<file path="src/rtl/oam_dma_arbiter.sv">
// OAM DMA engine plus arbiter for the shared external memory bus.
// The DMA copies OAM_LEN bytes from {src_hi,8'h00} into OAM while the CPU is limited to the FFxx page.
module oam_dma_arbiter #(
  parameter int          OAM_LEN      = 160,
  parameter int          START_DELAY  = 1,
  parameter logic [15:0] OAM_BASE     = 16'hFE00,
  parameter logic [15:0] DMA_REG_ADDR = 16'hFF46
) (
  input  logic        clk,
  input  logic        rst_n,
  input  logic [15:0] cpu_addr,
  input  logic [7:0]  cpu_wdata,
  input  logic        cpu_rd,
  input  logic        cpu_wr,
  output logic [7:0]  cpu_rdata,
  output logic [15:0] bus_addr,
  output logic [7:0]  bus_wdata,
  output logic        bus_rd,
  output logic        bus_wr,
  input  logic [7:0]  bus_rdata,
  output logic        dma_active
);

  typedef enum logic [1:0] {
    ST_IDLE  = 2'd0,
    ST_DELAY = 2'd1,
    ST_READ  = 2'd2,
    ST_WRITE = 2'd3
  } state_e;

  localparam logic [7:0]  LAST_IDX = 8'(OAM_LEN - 1);
  localparam logic [15:0] LAST_DLY = 16'(START_DELAY - 1);

  state_e      state_q;
  logic [7:0]  idx_q;
  logic [7:0]  src_hi_q;
  logic [7:0]  latch_q;
  logic [15:0] dly_q;
  logic        dma_active_q;

  logic cpu_acc_s;
  logic reg_hit_s;
  logic hi_acc_s;
  logic grant_s;

  assign cpu_acc_s  = cpu_rd | cpu_wr;
  assign reg_hit_s  = (cpu_addr == DMA_REG_ADDR);
  assign hi_acc_s   = cpu_acc_s & (cpu_addr[15:8] == 8'hFF) & ~reg_hit_s;
  // The FF46 register is never forwarded; a hi-page access also stalls the DMA in READ/WRITE.
  assign grant_s    = cpu_acc_s & ~reg_hit_s & ((state_q == ST_IDLE) | hi_acc_s);
  assign dma_active = dma_active_q;

  // Bus mux: granted CPU access first, otherwise the DMA strobe of the current phase.
  always_comb begin
    bus_addr  = cpu_addr;
    bus_wdata = cpu_wdata;
    bus_rd    = 1'b0;
    bus_wr    = 1'b0;
    if (grant_s) begin
      bus_rd = cpu_rd & ~cpu_wr;
      bus_wr = cpu_wr;
    end else if (state_q == ST_READ) begin
      bus_addr = {src_hi_q, idx_q};
      bus_rd   = 1'b1;
    end else if (state_q == ST_WRITE) begin
      bus_addr  = OAM_BASE + {8'h00, idx_q};
      bus_wdata = latch_q;
      bus_wr    = 1'b1;
    end else begin
      bus_rd = 1'b0;
    end
  end

  // CPU read data: FF46 register, granted bus data, or open-bus 8'hFF when blocked.
  always_comb begin
    if (reg_hit_s) begin
      cpu_rdata = src_hi_q;
    end else if ((state_q == ST_IDLE) || hi_acc_s) begin
      cpu_rdata = bus_rdata;
    end else begin
      cpu_rdata = 8'hFF;
    end
  end

  // DMA sequencer with registered dma_active.
  always_ff @(posedge clk or negedge rst_n) begin
    if (!rst_n) begin
      state_q      <= ST_IDLE;
      idx_q        <= 8'h00;
      src_hi_q     <= 8'hFF;
      latch_q      <= 8'h00;
      dly_q        <= 16'h0000;
      dma_active_q <= 1'b0;
    end else if (cpu_wr && reg_hit_s) begin
      // A trigger always restarts from the delay phase, even mid-transfer.
      state_q      <= ST_DELAY;
      idx_q        <= 8'h00;
      src_hi_q     <= cpu_wdata;
      latch_q      <= 8'h00;
      dly_q        <= 16'h0000;
      dma_active_q <= 1'b1;
    end else begin
      case (state_q)
        ST_IDLE: begin
          dma_active_q <= 1'b0;
        end
        ST_DELAY: begin
          if (dly_q == LAST_DLY) begin
            dly_q   <= 16'h0000;
            state_q <= ST_READ;
          end else begin
            dly_q <= dly_q + 16'h0001;
          end
        end
        ST_READ: begin
          if (!hi_acc_s) begin
            latch_q <= bus_rdata;
            state_q <= ST_WRITE;
          end
        end
        ST_WRITE: begin
          if (!hi_acc_s) begin
            if (idx_q == LAST_IDX) begin
              idx_q        <= 8'h00;
              state_q      <= ST_IDLE;
              dma_active_q <= 1'b0;
            end else begin
              idx_q   <= idx_q + 8'h01;
              state_q <= ST_READ;
            end
          end
        end
        default: begin
          state_q      <= ST_IDLE;
          dma_active_q <= 1'b0;
        end
      endcase
    end
  end

endmodule

</file>
<file path="config.mk">
export PLATFORM = sky130hd
export DESIGN_NAME = oam_dma_arbiter
export DESIGN_NICKNAME = d
export VERILOG_FILES = /design/src/rtl/oam_dma_arbiter.sv
export SDC_FILE = /design/constraint.sdc
export NUM_CORES = 1
export LEC_CHECK = 0
export ABC_AREA = 1
export CAP_MARGIN = 30
export CORE_ASPECT_RATIO = 0.8
export CORE_MARGIN = 2
export CORE_UTILIZATION = 23
export DETAILED_ROUTE_END_ITERATION = 6
export HOLD_SLACK_MARGIN = 0.08
export PLACE_DENSITY = 0.5
export SLEW_MARGIN = 20
export SYNTH_ARGS = -nofsm -noshare
export SYNTH_HDL_FRONTEND = slang
export SYNTH_SLANG_ARGS = --single-unit
</file>
<file path="constraint.sdc">
create_clock -name clk -period 2.3 [get_ports clk]
set_input_delay 0.46 -clock clk [delete_from_list [all_inputs] [get_ports clk]]
set_output_delay 0.46 -clock clk [all_outputs]
set_load 0.02 [all_outputs]
</file>
==> results of run 1 <==
==> critical path: stages <==
cell	delay [ns]
buf_2	0.11
nand2_2	0.07
nor2_2	0.04
nand2_2	0.10
inv_4	0.05
nand2_4	0.09
inv_4	0.04
nor2_4	0.20
buf_12	0.16
nand2_8	0.08
buf_4	0.14
nand2_2	0.05
o21ai_2	0.06
buf_6	0.13
==> metal layers <==
metal  GRT usage  up-vias  share of wire
met2       0.215       59           0.44
met4      0.0224        0         0.0053
met3      0.0281        7          0.037
met5           0        -              0
li1            -     1803              -
met1       0.205     1611           0.52
==> registers in the layout, indices dropped and copies added, names as in the netlist <==
name	cells
dly_q	16
dma_active	1
idx_q	8
latch_q	8
src_hi_q	8
state_q	2
==> logic make-up after synthesis <==
kind of cell             Yosys count
AO/OA/AOI/OAI                     97
XOR/XNOR                           9
adder cells (fa/ha/maj)            7
buffers and inverters             81
flip-flops                        43
AND/OR/NAND/NOR                  237
==> worst min path at each step <==
stage / from / to
floorplan: rst_n / dly_q[0]$_DFFE_PN0P_
global placement: dma_active$_DFFE_PN0P_ / dma_active$_DFFE_PN0P_
detailed placement: dma_active$_DFFE_PN0P_ / dma_active$_DFFE_PN0P_
CTS: rst_n / idx_q[2]$_DFFE_PN0P_
global route: rst_n / idx_q[7]$_DFFE_PN0P_
finish: rst_n / idx_q[2]$_DFFE_PN0P_
==> through the flow <==
step | cells | utilization
global placement | 762 | 0.323
global route | 785 | 0.343
floorplan | 474 | -
detailed placement | 762 | 0.323
finish | 785 | 0.343
CTS | 782 | 0.335
==> area by class of cell <==
cell class              count  area [um^2]  share of cell area
clock buffers               6          139              0.0286
clock inverters             2         16.3             0.00335
inverters                  59          226              0.0467
multi-input cells         353         2000               0.413
flip-flops and latches     43         1090               0.224
well taps                 184          230              0.0475
repair buffers            138         1150               0.237
==> placed cells by master (no fill, tap or decap), drive strengths merged, types with 3 or more instances in the layout <==
cell / instances
nand2: 142
buf: 117
o21ai: 78
inv: 59
nor2: 38
dfrtp: 35
nand3: 32
nand4: 17
clkdlybuf4s50: 17
dfstp: 8
a22oi: 8
clkbuf: 8
xor2: 7
o22ai: 7
ha: 7
nor3: 6
a21oi: 3
==> power breakdown <==
group | internal, W | total, W | leakage, nW | switching (W)
clock | 0.000434 | 0.000755 | 0.0731 | 0.000320
sequential | 0.000885 | 0.000991 | 0.546 | 0.000105
combinational | 0.00128 | 0.00301 | 1.61 | 0.00173
total | 0.00260 | 0.00476 | 2.23 | 0.00216
==> repair_timing <==
action / in CTS / in global routing
pin swaps: 24 / 17
hold buffers: 0 / 0
cloned: 3 / 0
gates resized for setup: 228 / 43
setup endpoints to repair: 34 / 34
setup buffers: 9 / 3
endpoints found under the hold margin: 0 / 0
==> results.cfg, run 1 <==
[run_status]
outcome = finished, final reports clean

[timing]
fin_crit_sh = 0.976
setup_viol = 0
max_freq_ghz = 0.445
rsz0062_at_grt = yes
relSlewSlack = 0.599
slew_viol_final = 0
fin_ws_ns = 0.0552
hold-worst-slack_ns = 0.264
worst_pin_slew_ns = 0.601
hold_violations = 0
fin_crit_ns = 2.24
clock_skew_ns = 0.00433
fin_tns_setup_ns = 0

[die]
die-area_um2 = 15400
core_area_um2 = 14200
io_pins = 71
die_w_um = 138
rows = 39
start_util = 0.234
die_y_um = 111

[synth]
synth_top_family_by_area = simple AND/OR/NAND/NOR gates
syn_inst = 474
avgSynthCellArea_um2 = 6.98
synth_seq_area_share = 0.328
synth.distinct_cells = 36
ys.flop_type = dfrtp_1
synth_top_area_frac = 0.265
yosys_warnings = 0
yosys.area.top_type = dfrtp_1
ys_top_cells_by_area = dfrtp_1, nand2_1, o21ai_0, dfstp_2, inv_1
synth_edf_count = 0
yosys-mux-area-fraction = 0
syn_area_um2 = 3310
synthAdderAreaFrac = 0.0265
ys_top_cells_by_count = nand2_1, inv_1, o21ai_0
synth_compound_area_frac = 0.169
syn_nets = 517
synth-simple-area-share = 0.346
ys_ff_latch = 43
yosysMostFrequentCell = nand2_1
synth-xor-area-share = 0.0238
synthArstFlopShare = 1.00

[critical_path]
rr_endpoint = dly_q[15]$_DFFE_PN0P_
r2r_cells = 8
ff2ff_setup_slack_ns = 0.61
critPathCapture = bus_wdata[5]
path_class = primary input to output port
critPathLaunch = cpu_addr[13]
critPathMaxFanout = 7
cp-end-kind = output port
startpoint_type = primary input
cp.arrival_ns = 1.78
r2r-start = state_q[1]$_DFFE_PN0P_
required_ns = 1.84

[global_routing]
grt_usage = 0.140
first_global_vias = 3410
grt_max_degree = 44
grt_pass1_wl_mm = 17.5
overflow = 0
antenna_found_initial = 0

[placement]
place_ws_ns = -0.835
port_buffers = 70
postPlaceCellArea_um2 = 4560
dp_hpwl_mm = 7.55
finalWeightedCongestion = 0.841

[cts]
cts_buffers = 5
cts_root_buffer = clkbuf_16
cts.sinks = 43
cts_tree = yes
clock_latency_ns = 0.29
cts.path.max_buffers = 2
clk_pin_slew_ns = 0.06
htreeDepth = 2

[route]
routed_wl_mm = 10.4
vias_per_cell = 4.43
avgRoutedWirePerCell_um = 13.3
drtPass1Iterations = 5
ant_nets = 0
dr_total_vias = 3480
dr.first_iter.drc_count = 179
drcViolationCount = 0

[min_path]
min-delay-path-class = primary input to async pin

[pwr]
vdd_ir_drop_max_mv = 0.486
power_w = 0.00476
p_per_area_nw_per_um2 = 981
p_leak_nw = 2.23

[final_layout]
nets = 643
syn2layout_area_growth_pct = 46.5
fill_cells = 1533
n_antenna_cell = 0
drive_gt1_frac = 0.329
final_area_um2 = 4850

[run]
drv_cap = 0
Note: power is estimated with default switching activity, not from simulation.
==> run 2: changes to the inputs <==
--- a/config.mk
+++ b/config.mk
@@ -11,8 +11,10 @@
 export CORE_MARGIN = 2
 export CORE_UTILIZATION = 23
 export DETAILED_ROUTE_END_ITERATION = 6
+export GPL_TIMING_DRIVEN = 0
 export HOLD_SLACK_MARGIN = 0.08
 export PLACE_DENSITY = 0.5
+export SKIP_CTS_REPAIR_TIMING = 1
 export SLEW_MARGIN = 20
 export SYNTH_ARGS = -nofsm -noshare
 export SYNTH_HDL_FRONTEND = slang
==> run 2 against run 1 <==
  * The run now ends with setup timing left
  * Final cell count fell by 2.9%
  * Sequential share of layout area shrank 0.36 points
  * Total power increased by 8.1%
  * Maximum frequency shrank 5.0%
  * Hold slack worse by 0.17 ns
  * Via count grew 2.6%
  * Sequential power about the same
  * Design area up 1.7%
  * Critical endpoint is now bus_wdata[4]
  * Largest cell class unchanged
==> results.cfg, run 2 (synthesized netlist as in run 1, its figures left out) <==
[route]
ant_nets = 0
drcViolationCount = 0
drtPass1Iterations = 5
dr_total_vias = 3570
vias_per_cell = 4.69
dr.first_iter.drc_count = 292
routed_wl_mm = 11.1
avgRoutedWirePerCell_um = 14.5

[timing]
rsz0062_at_grt = yes
fin_tns_setup_ns = -0.335
fin_crit_sh = 1.03
slew_viol_final = 0
fin_ws_ns = -0.0628
fin_crit_ns = 2.36
setup_viol = 12
hold-worst-slack_ns = 0.0901
clock_skew_ns = 0.00433
relSlewSlack = 0.670
worst_pin_slew_ns = 0.495
hold_violations = 0
max_freq_ghz = 0.423

[cts]
cts.sinks = 43
clock_latency_ns = 0.28
cts_root_buffer = clkbuf_16
htreeDepth = 2
cts_tree = yes
clk_pin_slew_ns = 0.06
cts.path.max_buffers = 2
cts_buffers = 5

[final_layout]
n_antenna_cell = 0
syn2layout_area_growth_pct = 49.0
nets = 620
regMostFlops = dly_q
fin_util = 0.348
fill_cells = 1475
layout_commonest_cell = nand2_1
final_cell_mix = nand2_1, inv_1, o21ai_1
drive_gt1_frac = 0.332
final_area_um2 = 4930
largest_reg_flops = 16

[run_status]
violations = setup timing
outcome = finished with violations

[critical_path]
startpoint_type = primary input
rr_endpoint = state_q[0]$_DFFE_PN0P_
r2r_cells = 9
ff2ff_setup_slack_ns = 0.52
crit_chain = buf_6, nand2_4, nor2_2, nand2_4, inv_4, nand2_8, clkinv_8, nor2_4, nand2_8, clkbuf_16, o21ai_4, buf_6
cpPeakStageDelay_ns = 0.24
cp_top_family = simple AND/OR/NAND/NOR gates
cp_slowest_cell = nor2_4
path_buf_inv = 5
required_ns = 1.84
path_class = primary input to output port
critPathMaxFanout = 8
r2r-start = state_q[1]$_DFFE_PN0P_
cp.arrival_ns = 1.90
cp-end-kind = output port

[pwr]
pwr-share-clk = 0.148
p_comb_frac = 0.656
switching_share = 0.447
p_int_w = 0.00285
sequentialPowerShare = 0.195
switching_power_w = 0.00230
vdd_ir_drop_max_mv = 0.633
p_per_area_nw_per_um2 = 1040
p_leak_nw = 2.20

[die]
die_y_um = 111
die_w_um = 138
rows = 39
die-area_um2 = 15400
start_util = 0.234
core_area_um2 = 14200
io_pins = 71

[global_routing]
grt_max_degree = 30
overflow = 0
first_global_vias = 3241
grt_usage = 0.135
antenna_found_initial = 0
grt_pass1_wl_mm = 17.1

[run]
drv_cap = 0

[placement]
dp_hpwl_mm = 8.14
postPlaceCellArea_um2 = 4260
finalWeightedCongestion = 0.863
port_buffers = 70

[min_path]
min-delay-path-class = primary input to async pin
## run 2: cell count changes in the layout (fill, tap and decap cells not counted), moves of 6 or more
cell / delta
buf_4: -35
buf_2: -18
nand2_1: -13
o21ai_4: +6
o21ai_0: -12
o21ai_1: +10
nand2_2: +6
buf_6: +18
nand2_4: +6
clkbuf_2: +6
## run 2: worst register-to-register path, delay by kind of cell, from the launching register on
kind | cells | cell delay, ns
AND/OR/NAND/NOR | 3 | 0.31
adder cells (fa/ha/maj) | 1 | 0.18
AO/OA/AOI/OAI | 1 | 0.24
flip-flops | 1 | 0.44
buffers and inverters | 4 | 0.51
## run 2: metal layers
layer,global-route usage,part of all wire,up-vias
li1,-,-,1767
met5,0,0,-
met4,0.0190,0.0041,0
met3,0.0255,0.056,8
met2,0.186,0.43,107
met1,0.218,0.51,1688
## run 2: metrics by stage
step	cells	setup slack, ns	power (W)
2_1_floorplan	474	0.193	0.00269
3_3_place_gp	728	-0.883	0.00374
3_5_place_dp	729	-0.899	0.00377
4_1_cts	737	-0.910	0.00456
5_1_grt	762	-0.112	0.00549
6_report	762	-0.0628	0.00514
## run 2: worst max-delay path by stage
stage | start | endpoint | slack, ns | depth (start not counted)
floorplan | state_q[1]$_DFFE_PN0P_ | cpu_rdata[0] | 0.19 | 7
global placement | cpu_addr[2] | bus_wdata[3] | -0.88 | 13
detailed placement | cpu_addr[1] | bus_wdata[3] | -0.90 | 13
CTS | cpu_addr[1] | bus_wdata[3] | -0.91 | 13
global route | cpu_addr[9] | bus_wdata[4] | -0.11 | 12
finish | cpu_addr[12] | bus_wdata[4] | -0.06 | 12
## run 2: power by group through the flow
stage	sequential, W	clock, W	combinational (W)
finish	0.00100	0.000763	0.00337
global route	0.00102	0.000819	0.00365
CTS	0.000997	0.000782	0.00278
floorplan	0.000978	0	0.00171
global placement	0.00101	0	0.00274
detailed placement	0.00101	0	0.00276
## run 2: cell type report
| type | count | area (um^2) | share of cell area |
|---|---|---|---|
| Multi-Input combinational cell | 352 | 2100 | 0.426 |
| Sequential cell | 43 | 1090 | 0.221 |
| Timing Repair Buffer | 94 | 922 | 0.187 |
| Inverter | 59 | 239 | 0.0485 |
| Tap cell | 184 | 230 | 0.0467 |
| Buffer | 22 | 193 | 0.0391 |
| Clock buffer | 7 | 153 | 0.0310 |
| Clock inverter | 1 | 7.51 | 0.00152 |
